--- config.mk ---
export PLATFORM = sky130hd
export DESIGN_NAME = uart_stim_tx_flat
export DESIGN_NICKNAME = d
export VERILOG_FILES = /design/src/rtl/uart_stim_tx_pkg.sv /design/src/rtl/uart_stim_tx_if.sv /design/src/rtl/uart_stim_tx_fifo.sv /design/src/rtl/uart_stim_tx.sv /design/src/flat_wrapper.sv
export SDC_FILE = /design/constraint.sdc
export NUM_CORES = 1
export LEC_CHECK = 0
export CORE_MARGIN = 2
export CORE_UTILIZATION = 50
export DETAILED_ROUTE_END_ITERATION = 8
export PLACE_DENSITY = 0.68
export RECOVER_POWER = 25
export SLEW_MARGIN = 5
export SYNTH_ARGS = -nofsm -noshare
export SYNTH_HDL_FRONTEND = slang
export SYNTH_HIERARCHICAL = 1
export SYNTH_SLANG_ARGS = --single-unit
--- constraint.sdc ---
create_clock -name clk_i -period 5.5 [get_ports clk_i]
set_input_delay 1.1 -clock clk_i [delete_from_list [all_inputs] [get_ports clk_i]]
set_output_delay 1.1 -clock clk_i [all_outputs]
set_load 0.02 [all_outputs]
--- src/rtl/uart_stim_tx_pkg.sv ---
// Shared constants and FSM encoding for the UART stimulus transmitter.
// The PARITY state exists only when UART_TX_PARITY_EN is defined.
package uart_stim_tx_pkg;

  localparam int unsigned XTAL_FREQ_HZ = 50_000_000;
  localparam int unsigned DEFAULT_BAUD = 115_200;

  typedef enum logic [2:0] {
    UART_TX_IDLE   = 3'd0,
    UART_TX_START  = 3'd1,
    UART_TX_DATA   = 3'd2,
    UART_TX_STOP   = 3'd3
`ifdef UART_TX_PARITY_EN
    , UART_TX_PARITY = 3'd4
`endif
  } tx_state_e;

`ifdef UART_TX_PARITY_EN
  function automatic logic even_parity(input logic [7:0] b);
    return ^b;
  endfunction
`endif

endpackage

--- src/rtl/uart_stim_tx_if.sv ---
// Byte-stream handshake into the UART stimulus transmitter.
interface uart_stim_tx_if;
  logic [7:0] data_i;
  logic       valid_i;
  logic       ready_o;

  modport master (output data_i, output valid_i, input ready_o);
  modport slave  (input data_i, input valid_i, output ready_o);
endinterface

--- src/rtl/uart_stim_tx_fifo.sv ---
// Synchronous byte FIFO with show-ahead read data and async active-low reset.
module sync_byte_fifo #(
  parameter int unsigned DEPTH = 8,
  localparam int unsigned AW = $clog2(DEPTH),
  localparam int unsigned LW = $clog2(DEPTH + 1)
) (
  input  logic          clk_i,
  input  logic          rst_n_i,
  input  logic          push_i,
  input  logic [7:0]    wdata_i,
  input  logic          pop_i,
  output logic [7:0]    rdata_o,
  output logic          full_o,
  output logic          empty_o,
  output logic [LW-1:0] level_o
);

  logic [7:0]    mem_q [DEPTH];
  logic [AW-1:0] wr_ptr_q, wr_ptr_d;
  logic [AW-1:0] rd_ptr_q, rd_ptr_d;
  logic [LW-1:0] level_q, level_d;
  logic          do_push_s, do_pop_s;

  assign full_o    = (level_q == LW'(DEPTH));
  assign empty_o   = (level_q == {LW{1'b0}});
  assign level_o   = level_q;
  assign rdata_o   = mem_q[rd_ptr_q];
  // A full FIFO refuses writes even when a pop frees a slot in the same cycle.
  assign do_push_s = push_i & ~full_o;
  assign do_pop_s  = pop_i & ~empty_o;

  always_comb begin
    wr_ptr_d = wr_ptr_q;
    rd_ptr_d = rd_ptr_q;
    level_d  = level_q;
    if (do_push_s) begin
      wr_ptr_d = wr_ptr_q + AW'(1);
    end else begin
      wr_ptr_d = wr_ptr_q;
    end
    if (do_pop_s) begin
      rd_ptr_d = rd_ptr_q + AW'(1);
    end else begin
      rd_ptr_d = rd_ptr_q;
    end
    case ({do_push_s, do_pop_s})
      2'b10:   level_d = level_q + LW'(1);
      2'b01:   level_d = level_q - LW'(1);
      default: level_d = level_q;
    endcase
  end

  always_ff @(posedge clk_i or negedge rst_n_i) begin
    if (!rst_n_i) begin
      wr_ptr_q <= {AW{1'b0}};
      rd_ptr_q <= {AW{1'b0}};
      level_q  <= {LW{1'b0}};
    end else begin
      wr_ptr_q <= wr_ptr_d;
      rd_ptr_q <= rd_ptr_d;
      level_q  <= level_d;
    end
  end

  always_ff @(posedge clk_i) begin
    if (do_push_s) begin
      mem_q[wr_ptr_q] <= wdata_i;
    end
  end

endmodule

--- src/rtl/uart_stim_tx.sv ---
// UART 8N1 transmitter fed from a byte FIFO; drives the core's rxd line.
// Define UART_TX_PARITY_EN to append an even-parity bit (8E1 framing).
module uart_stim_tx
  import uart_stim_tx_pkg::*;
#(
  parameter int unsigned CLK_FREQ_HZ = XTAL_FREQ_HZ,
  parameter int unsigned BAUD_RATE   = DEFAULT_BAUD,
  parameter int unsigned FIFO_DEPTH  = 8
) (
  input  logic                             clk_i,
  input  logic                             rst_n_i,
  uart_stim_tx_if.slave                    in_if,
  output logic                             txd,
  output logic                             busy_o,
  output logic [$clog2(FIFO_DEPTH+1)-1:0]  fifo_level_o
);

  localparam int unsigned DIV = CLK_FREQ_HZ / BAUD_RATE;
  localparam int unsigned CW  = $clog2(DIV);

  tx_state_e     state_q, state_d;
  logic [CW-1:0] cnt_q, cnt_d;
  logic [2:0]    bit_idx_q, bit_idx_d;
  logic [7:0]    shift_q, shift_d;
  logic          txd_q, txd_d;
  logic          pop_s, full_s, empty_s, last_s;
  logic [7:0]    head_s;
`ifdef UART_TX_PARITY_EN
  logic          parity_q, parity_d;
`endif

  sync_byte_fifo #(.DEPTH(FIFO_DEPTH)) u_fifo (
    .clk_i   (clk_i),
    .rst_n_i (rst_n_i),
    .push_i  (in_if.valid_i),
    .wdata_i (in_if.data_i),
    .pop_i   (pop_s),
    .rdata_o (head_s),
    .full_o  (full_s),
    .empty_o (empty_s),
    .level_o (fifo_level_o)
  );

  assign in_if.ready_o = ~full_s;
  assign txd           = txd_q;
  assign busy_o        = (state_q != UART_TX_IDLE) | (|fifo_level_o);
  assign last_s        = (cnt_q == CW'(DIV - 1));

  // txd_d always carries the level of the bit that starts at the next edge.
  always_comb begin
    state_d   = state_q;
    cnt_d     = cnt_q + CW'(1);
    bit_idx_d = bit_idx_q;
    shift_d   = shift_q;
    txd_d     = txd_q;
    pop_s     = 1'b0;
`ifdef UART_TX_PARITY_EN
    parity_d  = parity_q;
`endif
    case (state_q)
      UART_TX_IDLE: begin
        cnt_d = {CW{1'b0}};
        txd_d = 1'b1;
        if (!empty_s) begin
          pop_s   = 1'b1;
          shift_d = head_s;
          state_d = UART_TX_START;
          txd_d   = 1'b0;
`ifdef UART_TX_PARITY_EN
          parity_d = even_parity(head_s);
`endif
        end else begin
          state_d = UART_TX_IDLE;
        end
      end
      UART_TX_START: begin
        if (last_s) begin
          cnt_d     = {CW{1'b0}};
          bit_idx_d = 3'd0;
          state_d   = UART_TX_DATA;
          txd_d     = shift_q[0];
        end else begin
          state_d = UART_TX_START;
        end
      end
      UART_TX_DATA: begin
        if (last_s) begin
          cnt_d = {CW{1'b0}};
          if (bit_idx_q == 3'd7) begin
`ifdef UART_TX_PARITY_EN
            state_d = UART_TX_PARITY;
            txd_d   = parity_q;
`else
            state_d = UART_TX_STOP;
            txd_d   = 1'b1;
`endif
          end else begin
            bit_idx_d = bit_idx_q + 3'd1;
            shift_d   = {1'b0, shift_q[7:1]};
            txd_d     = shift_q[1];
          end
        end else begin
          state_d = UART_TX_DATA;
        end
      end
`ifdef UART_TX_PARITY_EN
      UART_TX_PARITY: begin
        if (last_s) begin
          cnt_d   = {CW{1'b0}};
          state_d = UART_TX_STOP;
          txd_d   = 1'b1;
        end else begin
          state_d = UART_TX_PARITY;
        end
      end
`endif
      UART_TX_STOP: begin
        if (last_s) begin
          cnt_d = {CW{1'b0}};
          if (!empty_s) begin
            pop_s   = 1'b1;
            shift_d = head_s;
            state_d = UART_TX_START;
            txd_d   = 1'b0;
`ifdef UART_TX_PARITY_EN
            parity_d = even_parity(head_s);
`endif
          end else begin
            state_d = UART_TX_IDLE;
            txd_d   = 1'b1;
          end
        end else begin
          state_d = UART_TX_STOP;
        end
      end
      default: begin
        state_d = UART_TX_IDLE;
        cnt_d   = {CW{1'b0}};
        txd_d   = 1'b1;
      end
    endcase
  end

  always_ff @(posedge clk_i or negedge rst_n_i) begin
    if (!rst_n_i) begin
      state_q   <= UART_TX_IDLE;
      cnt_q     <= {CW{1'b0}};
      bit_idx_q <= 3'd0;
      shift_q   <= 8'h00;
      txd_q     <= 1'b1;
`ifdef UART_TX_PARITY_EN
      parity_q  <= 1'b0;
`endif
    end else begin
      state_q   <= state_d;
      cnt_q     <= cnt_d;
      bit_idx_q <= bit_idx_d;
      shift_q   <= shift_d;
      txd_q     <= txd_d;
`ifdef UART_TX_PARITY_EN
      parity_q  <= parity_d;
`endif
    end
  end

endmodule

--- src/flat_wrapper.sv ---
// flat-port wrapper written by rule: the top's interface ports become plain ports
module uart_stim_tx_flat import uart_stim_tx_pkg::*;
#(
  parameter int unsigned CLK_FREQ_HZ = XTAL_FREQ_HZ,
  parameter int unsigned BAUD_RATE   = DEFAULT_BAUD,
  parameter int unsigned FIFO_DEPTH  = 8
)
  (clk_i, rst_n_i, txd, busy_o, fifo_level_o, in_if_data_i, in_if_valid_i, in_if_ready_o);
  uart_stim_tx_if in_if_i ();
  input  logic clk_i;
  input  logic rst_n_i;
  output logic txd;
  output logic busy_o;
  output logic [$clog2(FIFO_DEPTH+1)-1:0] fifo_level_o;
  input wire logic [$bits(in_if_i.data_i)-1:0] in_if_data_i;
  input wire logic [$bits(in_if_i.valid_i)-1:0] in_if_valid_i;
  output wire logic [$bits(in_if_i.ready_o)-1:0] in_if_ready_o;
  assign in_if_i.data_i = in_if_data_i;
  assign in_if_i.valid_i = in_if_valid_i;
  assign in_if_ready_o = in_if_i.ready_o;
  uart_stim_tx #(.CLK_FREQ_HZ(CLK_FREQ_HZ), .BAUD_RATE(BAUD_RATE), .FIFO_DEPTH(FIFO_DEPTH)) u_core (.clk_i(clk_i), .rst_n_i(rst_n_i), .in_if(in_if_i), .txd(txd), .busy_o(busy_o), .fifo_level_o(fifo_level_o));
endmodule
-- Word level (Yosys, flattened, before mapping)
Memories as Yosys holds them, arrays and structs flattened.
Cells that the tools add are included.
- add/sub/neg operators: 6
- eq/ne operators: 13
- mux-type cells: 29
- bitwise logic cells: 5
- reductions and logical operators: 11
- operator list (cell ; count):
    $mux W8 ; 4
    $pmux W8 S3 ; 1
    $mux W9 ; 2
    $mux W3 ; 5
    $pmux W3 S4 ; 1
    $mux W1 ; 10
    $add A3 B1 Y3 const B ; 3
    $add A9 B1 Y9 const B ; 1
    $eq A9 B9 Y1 const B ; 1
    $pmux W4 S2 ; 1
    $reduce_and A4 Y1 ; 2
    $eq A3 B2 Y1 const B ; 2
    $ne A2 B1 Y1 const B ; 3
    $pmux W3 S2 ; 1
    $reduce_bool A3 Y1 ; 2
    $add A4 B1 Y4 const B ; 1
    $eq A4 B4 Y1 const B ; 1
    $logic_not A4 Y1 ; 1
    $mux W2 ; 2
    $pmux W1 S4 ; 1
    $reduce_bool A2 Y1 ; 2
    $reduce_or A4 Y1 ; 1
    $sub A4 B1 Y4 const B ; 1
    $eq A3 B1 Y1 const B ; 1
    other kinds (12) ; 14
- flip-flop bits (word level): 34
- RAM bits: 64
- input bits: 11
- output and inout bits: 7
- logic and storage cells: 73
- memories: 1
- memory list (memory ; depth ; width ; read ports ; clocked after Yosys merged registers in ; write ports ; line ; text):
    u_core.u_fifo.mem_q ; 8 ; 8 ; 1 ; 0 ; 1 ; uart_stim_tx_fifo.sv:18 ; logic [7:0] mem_q [DEPTH];

-- Longest topological paths before layout
- depth in word-level cells: 7
- depth in mapped cells: 14
- depth with buffers taken out: 13

-- By module
Netlist, hierarchy kept.
- modules (own cells, without submodules) (module ; instances ; cells an instance ; area each (µm²) ; seq. area each (µm²)):
    sync_byte_fifo ; 1 ; 160 ; 3124.2 ; 2172.1
    uart_stim_tx ; 1 ; 124 ; 1333.8 ; 576.8

-- Worst setup path before layout
No wires, ideal clock.
- kind: register to register
- from: reg u_core.u_fifo.level_q[0], in the netlist u_core/u_fifo/level_o[0]
- to: reg u_core.u_fifo.level_q[3], in the netlist u_core/u_fifo/level_o[3]
- setup time: 0.134 ns
- arrival time: 2.955 ns
- required time: 5.366 ns
- path slack: 2.411 ns
- cell stages (with the launch flop): 11
- buffers on the path: 0
- clock period less this slack: 3.089 ns
- cell sequence: dfrtp_1 > nor4_1 > o21ba_2 > and3b_1 > o41ai_1 > inv_1 > ha_1 > ha_1 > or4b_2 > o311ai_0 > o211ai_1
- word-level cells in the longest chain between the ends: 7
- elaborated cells between the ends (all ways): 15
- those cells by class: add/sub (2); eq/ne (3); mux (4); bitwise (4); reduce/logical (2)
- RTL lines (item ; line ; text):
    start: declaration ; uart_stim_tx_fifo.sv:21 ; logic [LW-1:0] level_q, level_d;
    start signal: assignment ; uart_stim_tx_fifo.sv:57 ; level_q <= {LW{1'b0}};
    start signal: assignment ; uart_stim_tx_fifo.sv:61 ; level_q <= level_d;
    $logic_not A4 Y1 (*) ; uart_stim_tx_fifo.sv:25 ; assign empty_o = (level_q == {LW{1'b0}});
    named net u_core.empty_s ; uart_stim_tx.sv:26 ; logic pop_s, full_s, empty_s, last_s;
    $mux W1 (*) ; uart_stim_tx.sv:64, uart_stim_tx.sv:120 ;
    $mux W1 ; uart_stim_tx.sv:118 ; if (last_s) begin
    $pmux W1 S2 (*) ; uart_stim_tx.sv:60 ; case (state_q)
    named net u_core.pop_s ; uart_stim_tx.sv:26 ;
    $and A1 B1 Y1 (*) ; uart_stim_tx_fifo.sv:30 ; assign do_pop_s = pop_i & ~empty_o;
    named net u_core.u_fifo.do_pop_s ; uart_stim_tx_fifo.sv:22 ; logic do_push_s, do_pop_s;
    $eq A2 B1 Y1 / $eq A2 B2 Y1 (equally long branches) ; uart_stim_tx_fifo.sv:46 ; case ({do_push_s, do_pop_s})
    $pmux W4 S2 / $reduce_bool A2 Y1 (equally long branches) ; - ;
The timed path passes the listed nets; every way through them passes the cells marked *.
A chain may end at the register's enable or synchronous reset.

-- Worst setup path after layout
- from: reg u_core.cnt_q[1]
- to: reg u_core.u_fifo.level_q[3], in the netlist u_core/u_fifo/level_o[3]
- word-level cells in the longest chain between the ends: 6
- elaborated cells between the ends (all ways): 8
- those cells by class: eq/ne (3); mux (3); bitwise (1); reduce/logical (1)
- RTL lines (item ; line ; text):
    start: declaration ; uart_stim_tx.sv:22 ; logic [CW-1:0] cnt_q, cnt_d;
    start signal: assignment ; uart_stim_tx.sv:147 ; cnt_q <= {CW{1'b0}};
    start signal: assignment ; uart_stim_tx.sv:156 ; cnt_q <= cnt_d;
    $eq A9 B9 Y1 (*) ; uart_stim_tx.sv:47 ; assign last_s = (cnt_q == CW'(DIV - 1));
    $mux W1 (*) ; uart_stim_tx.sv:118 ;
    $pmux W1 S2 (*) ; uart_stim_tx.sv:60 ;
    named net u_core.pop_s ; uart_stim_tx.sv:26 ;
    $and A1 B1 Y1 (*) ; uart_stim_tx_fifo.sv:30 ;
    named net u_core.u_fifo.do_pop_s ; uart_stim_tx_fifo.sv:22 ;
    $eq A2 B1 Y1 / $eq A2 B2 Y1 (equally long branches) ; uart_stim_tx_fifo.sv:46 ;
    $pmux W4 S2 / $reduce_bool A2 Y1 (equally long branches) ; - ;
Marked as above.

==> results.sh <==
export IMPL_syn_area_mm2=0.004458
export IMPL_worst_slack_ps=1492
export IMPL_cts_buffers_inserted=9
export IMPL_syn_nets=310
export IMPL_synth_area_leaders="edfxtp_1 43%, dfrtp_1 18%, mux4_1 9.4%, mux2_2 4.3%, ha_1 3.9%"
export IMPL_clkLatencyLatePin_ps=360
export IMPL_fp_dieH_um=98.43
export IMPL_period_needed_ps=4008
export IMPL_grt_max_degree=34
export IMPL_cts_tree="yes"
export IMPL_synth_top_area_cell="edfxtp_1"
export IMPL_slowest_stage="nor4_2"
export IMPL_synth_avg_cell_area_um2=15.70
export IMPL_first_pass_iters=4
export IMPL_max_freq_ghz=0.2495
export IMPL_critical_path_most_common_cell="ha_1"
export IMPL_synth_seq_cells=97
export IMPL_ff2ff_path_depth=13
export IMPL_crit_required_ps=5740
export IMPL_grt_setup_unrepaired="no"
export IMPL_cp_start_kind="flop"
export IMPL_cp_end_kind="flop"
export IMPL_gp_congestion=0.8102
export IMPL_slew_violations=34
export IMPL_clockRootBuffer="clkbuf_8"
export IMPL_hold_path_class="reg2reg"
export IMPL_post_route_cells_drive_above_1_share_pct=12.75
export IMPL_cpPeakStageDelay_ps=740
export IMPL_synthCells=284
export IMPL_coreArea_mm2=0.008678
export IMPL_grt_pass1_wl_um=11950
export IMPL_portBuffers=17
export IMPL_viasPerCell=5.623
export IMPL_final_area_mm2=0.004878
export IMPL_htree_levels=3
export IMPL_slew_headroom_pct=-15.16
export IMPL_async_reset_ff_share_pct=34.02
export IMPL_finalPower_mw=1.640
export IMPL_grt_usage_pct=16.26
export IMPL_clk_pin_slew_ps=100
export IMPL_ys_warn_count=6
export IMPL_finalSetupViolCount=0
export IMPL_min_path_cells=1
export IMPL_violations="max-capacitance violations, max-slew violations"
export IMPL_remaining_drc_errors=0
export IMPL_totalWireLength_um=7289
export IMPL_clockBufferDepth=2
export IMPL_tns_ps=0
export IMPL_worst_pin_slew_ps=1727
export IMPL_cts_sinks=97
export IMPL_areaGrowthSynthToFinish_pct=9.430
export IMPL_synth_ff_type="edfxtp_1"
export IMPL_die_w_um=98.43
export IMPL_maxCapViolations=1
export IMPL_vias=2328
export IMPL_die_area_mm2=0.009687
export IMPL_antenna_cells=0
export IMPL_outcome="finished, violations left"
export IMPL_first_global_vias=2321
export IMPL_drtAntennaViolNets=0
export IMPL_finClkSkew_ps=11.18
export IMPL_place_area_mm2=0.004701
export IMPL_place_ws_ps=1501
export IMPL_p_leak_nw=1.816
export IMPL_ys_seq_area_share_pct=61.66
export IMPL_synth_top_area_share_pct=43.11
export IMPL_ys_types=51
export IMPL_dp_hpwl_um=4805
export IMPL_num_rows=34
export IMPL_start_util_pct=51.37
export IMPL_path_class="reg2reg"
export IMPL_cts_hold_buffers=0
export IMPL_drt_iter0_markers=62
export IMPL_ir_drop_mv=0.2003
export IMPL_grt_ovfl_total=0
export IMPL_wl_per_cell_um=17.61
export IMPL_synth_edf_count=64
export IMPL_top_level_ports=18
export IMPL_nNetsFinal=327
export IMPL_ctsResizeCount=0
export IMPL_post_cts_setup_buffers=0
export IMPL_worstPathArrival_ps=4250
export IMPL_post_route_period_util_pct=72.87
export IMPL_cp_max_fo=12
export IMPL_critical_path_cell_chain="inv_1 > ha_1 > nand4b_1 > nor4_2 > or2_1 > and3b_1 > o41ai_1 > inv_1 > ha_1 > ha_1 > or4b_2 > o311ai_0 > o211ai_1"
export IMPL_powerDensity_mw_per_mm2=336.1
export IMPL_finalHoldViolCount=0
export IMPL_antenna_found_initial=0
[path summary, 6_finish.rpt]
| path | startpoint | to | slack (ps) |
|---|---|---|---|
| worst min register to register | u_core/shift_q[6]$_DFFE_PN0P_ | u_core/shift_q[6]$_DFFE_PN0P_ | 490 |
| max in group asynchronous | rst_n_i | u_core/shift_q[3]$_DFFE_PN0P_ | 2780 |
| min in group asynchronous | rst_n_i | u_core/cnt_q[1]$_DFF_PN0_ | 1720 |
| worst min-delay path | u_core/shift_q[6]$_DFFE_PN0P_ | u_core/shift_q[6]$_DFFE_PN0P_ | 490 |
| worst max register to register | u_core/cnt_q[1]$_DFF_PN0_ | u_core/u_fifo/level_o[3]$_DFFE_PN0P_ | 1490 |
| worst max-delay path | u_core/cnt_q[1]$_DFF_PN0_ | u_core/u_fifo/level_o[3]$_DFFE_PN0P_ | 1490 |
[worst max-delay path, delay by kind of cell (launching register included)]
family	cells	cell delay, ps
simple gates	5	2100
fa+ha+maj	3	790
flops	1	420
compound gates	3	370
buf+inv	2	200
[through the flow]
| step | utilization [%] | hold slack, ps | std cells |
|---|---|---|---|
| floorplan | - | 452.2 | 284 |
| global placement | 54.17 | 464.5 | 398 |
| detailed placement | 54.17 | 471.1 | 398 |
| CTS | 56.26 | 493.6 | 414 |
| global route | 56.21 | 509.1 | 414 |
| finish | 56.21 | 488.4 | 414 |
[layout by cell type, fill, tap and decap left out, types with 3 or more instances in the layout]
cell and instances:
clkbuf_8 9, ha_1 14, nand2_1 13, nor3_1 3, mux4_1 16, nor2_1 20
dfrtp_1 32, nor3b_1 3, clkdlybuf4s50_1 13, mux2_1 10, inv_6 4, nand2b_1 4
xnor2_1 10, edfxtp_1 64, xor2_1 3, nand3_1 8, a22o_1 3, inv_1 12
mux2_2 17, mux2i_1 3, dlygate4sd3_1 4, nor2b_1 3
[power by group]
part	internal (mW)	total (mW)	switching (mW)
Sequential	0.880	0.941	0.0608
Clock	0.173	0.430	0.257
Combinational	0.121	0.269	0.148
Total	1.17	1.64	0.466
[cell usage after synthesis (2+ instances only)]
cell type / count
a21oi_1: 2
nor2_1: 20
nor2b_1: 3
mux2_1: 10
buf_2: 3
nor3b_1: 3
ha_1: 14
a22o_1: 3
xor2_1: 3
nand3b_1: 2
o21a_1: 2
o21ai_0: 2
nand3_1: 8
clkbuf_1: 3
mux4_1: 16
dfrtp_1: 32
mux2_2: 17
nand2_1: 13
mux2i_1: 3
buf_4: 2
nand2b_1: 4
buf_1: 2
edfxtp_1: 64
nor3_1: 5
inv_1: 12
nor4_1: 2
xnor2_1: 10
[metal layers]
| metal | part of all wire, % | GRT usage, % | wire, µm |
|---|---|---|---|
| met4 | 1.6 | 6.006 | 114 |
| met2 | 51 | 27.21 | 3699 |
| met5 | 0 | 0 | 0 |
| met3 | 3.5 | 2.979 | 256 |
| met1 | 44 | 21.48 | 3218 |
[sequential cells by signal (all words and copies together), names as in the netlist]
register / flops
u_core/cnt_q: 9
u_core/bit_idx_q: 3
u_core/shift_q: 8
u_core/state_q: 2
u_core/u_fifo/rd_ptr_q: 3
u_core/u_fifo/wr_ptr_q: 3
u_core/u_fifo/mem_q: 64
u_core/u_fifo/level_o: 4
u_core/txd: 1
[layout make-up]
class                           instances  area (µm²)
Fill cell                             697        3800
Inverter                               12       45.04
Clock buffer                            9       123.9
Clock inverter                          7       57.56
Sequential cell                        97        2749
Multi-Input combinational cell        163        1594
Tap cell                              108       135.1
Timing Repair Buffer                   18       173.9
[logic make-up (layout without fill, tap and decap cells)]
family	Yosys count	in the layout	synth area share (%)
flip-flops	97	97	61.66
multiplexers	46	46	16.92
buffers and inverters	24	46	2.806
adder cells (fa/ha/maj)	15	15	4.378
AND/OR/NAND/NOR	68	68	7.971
XOR/XNOR	13	13	2.554
AO/OA/AOI/OAI	21	21	3.705
Power figures use the tool's default switching activity.
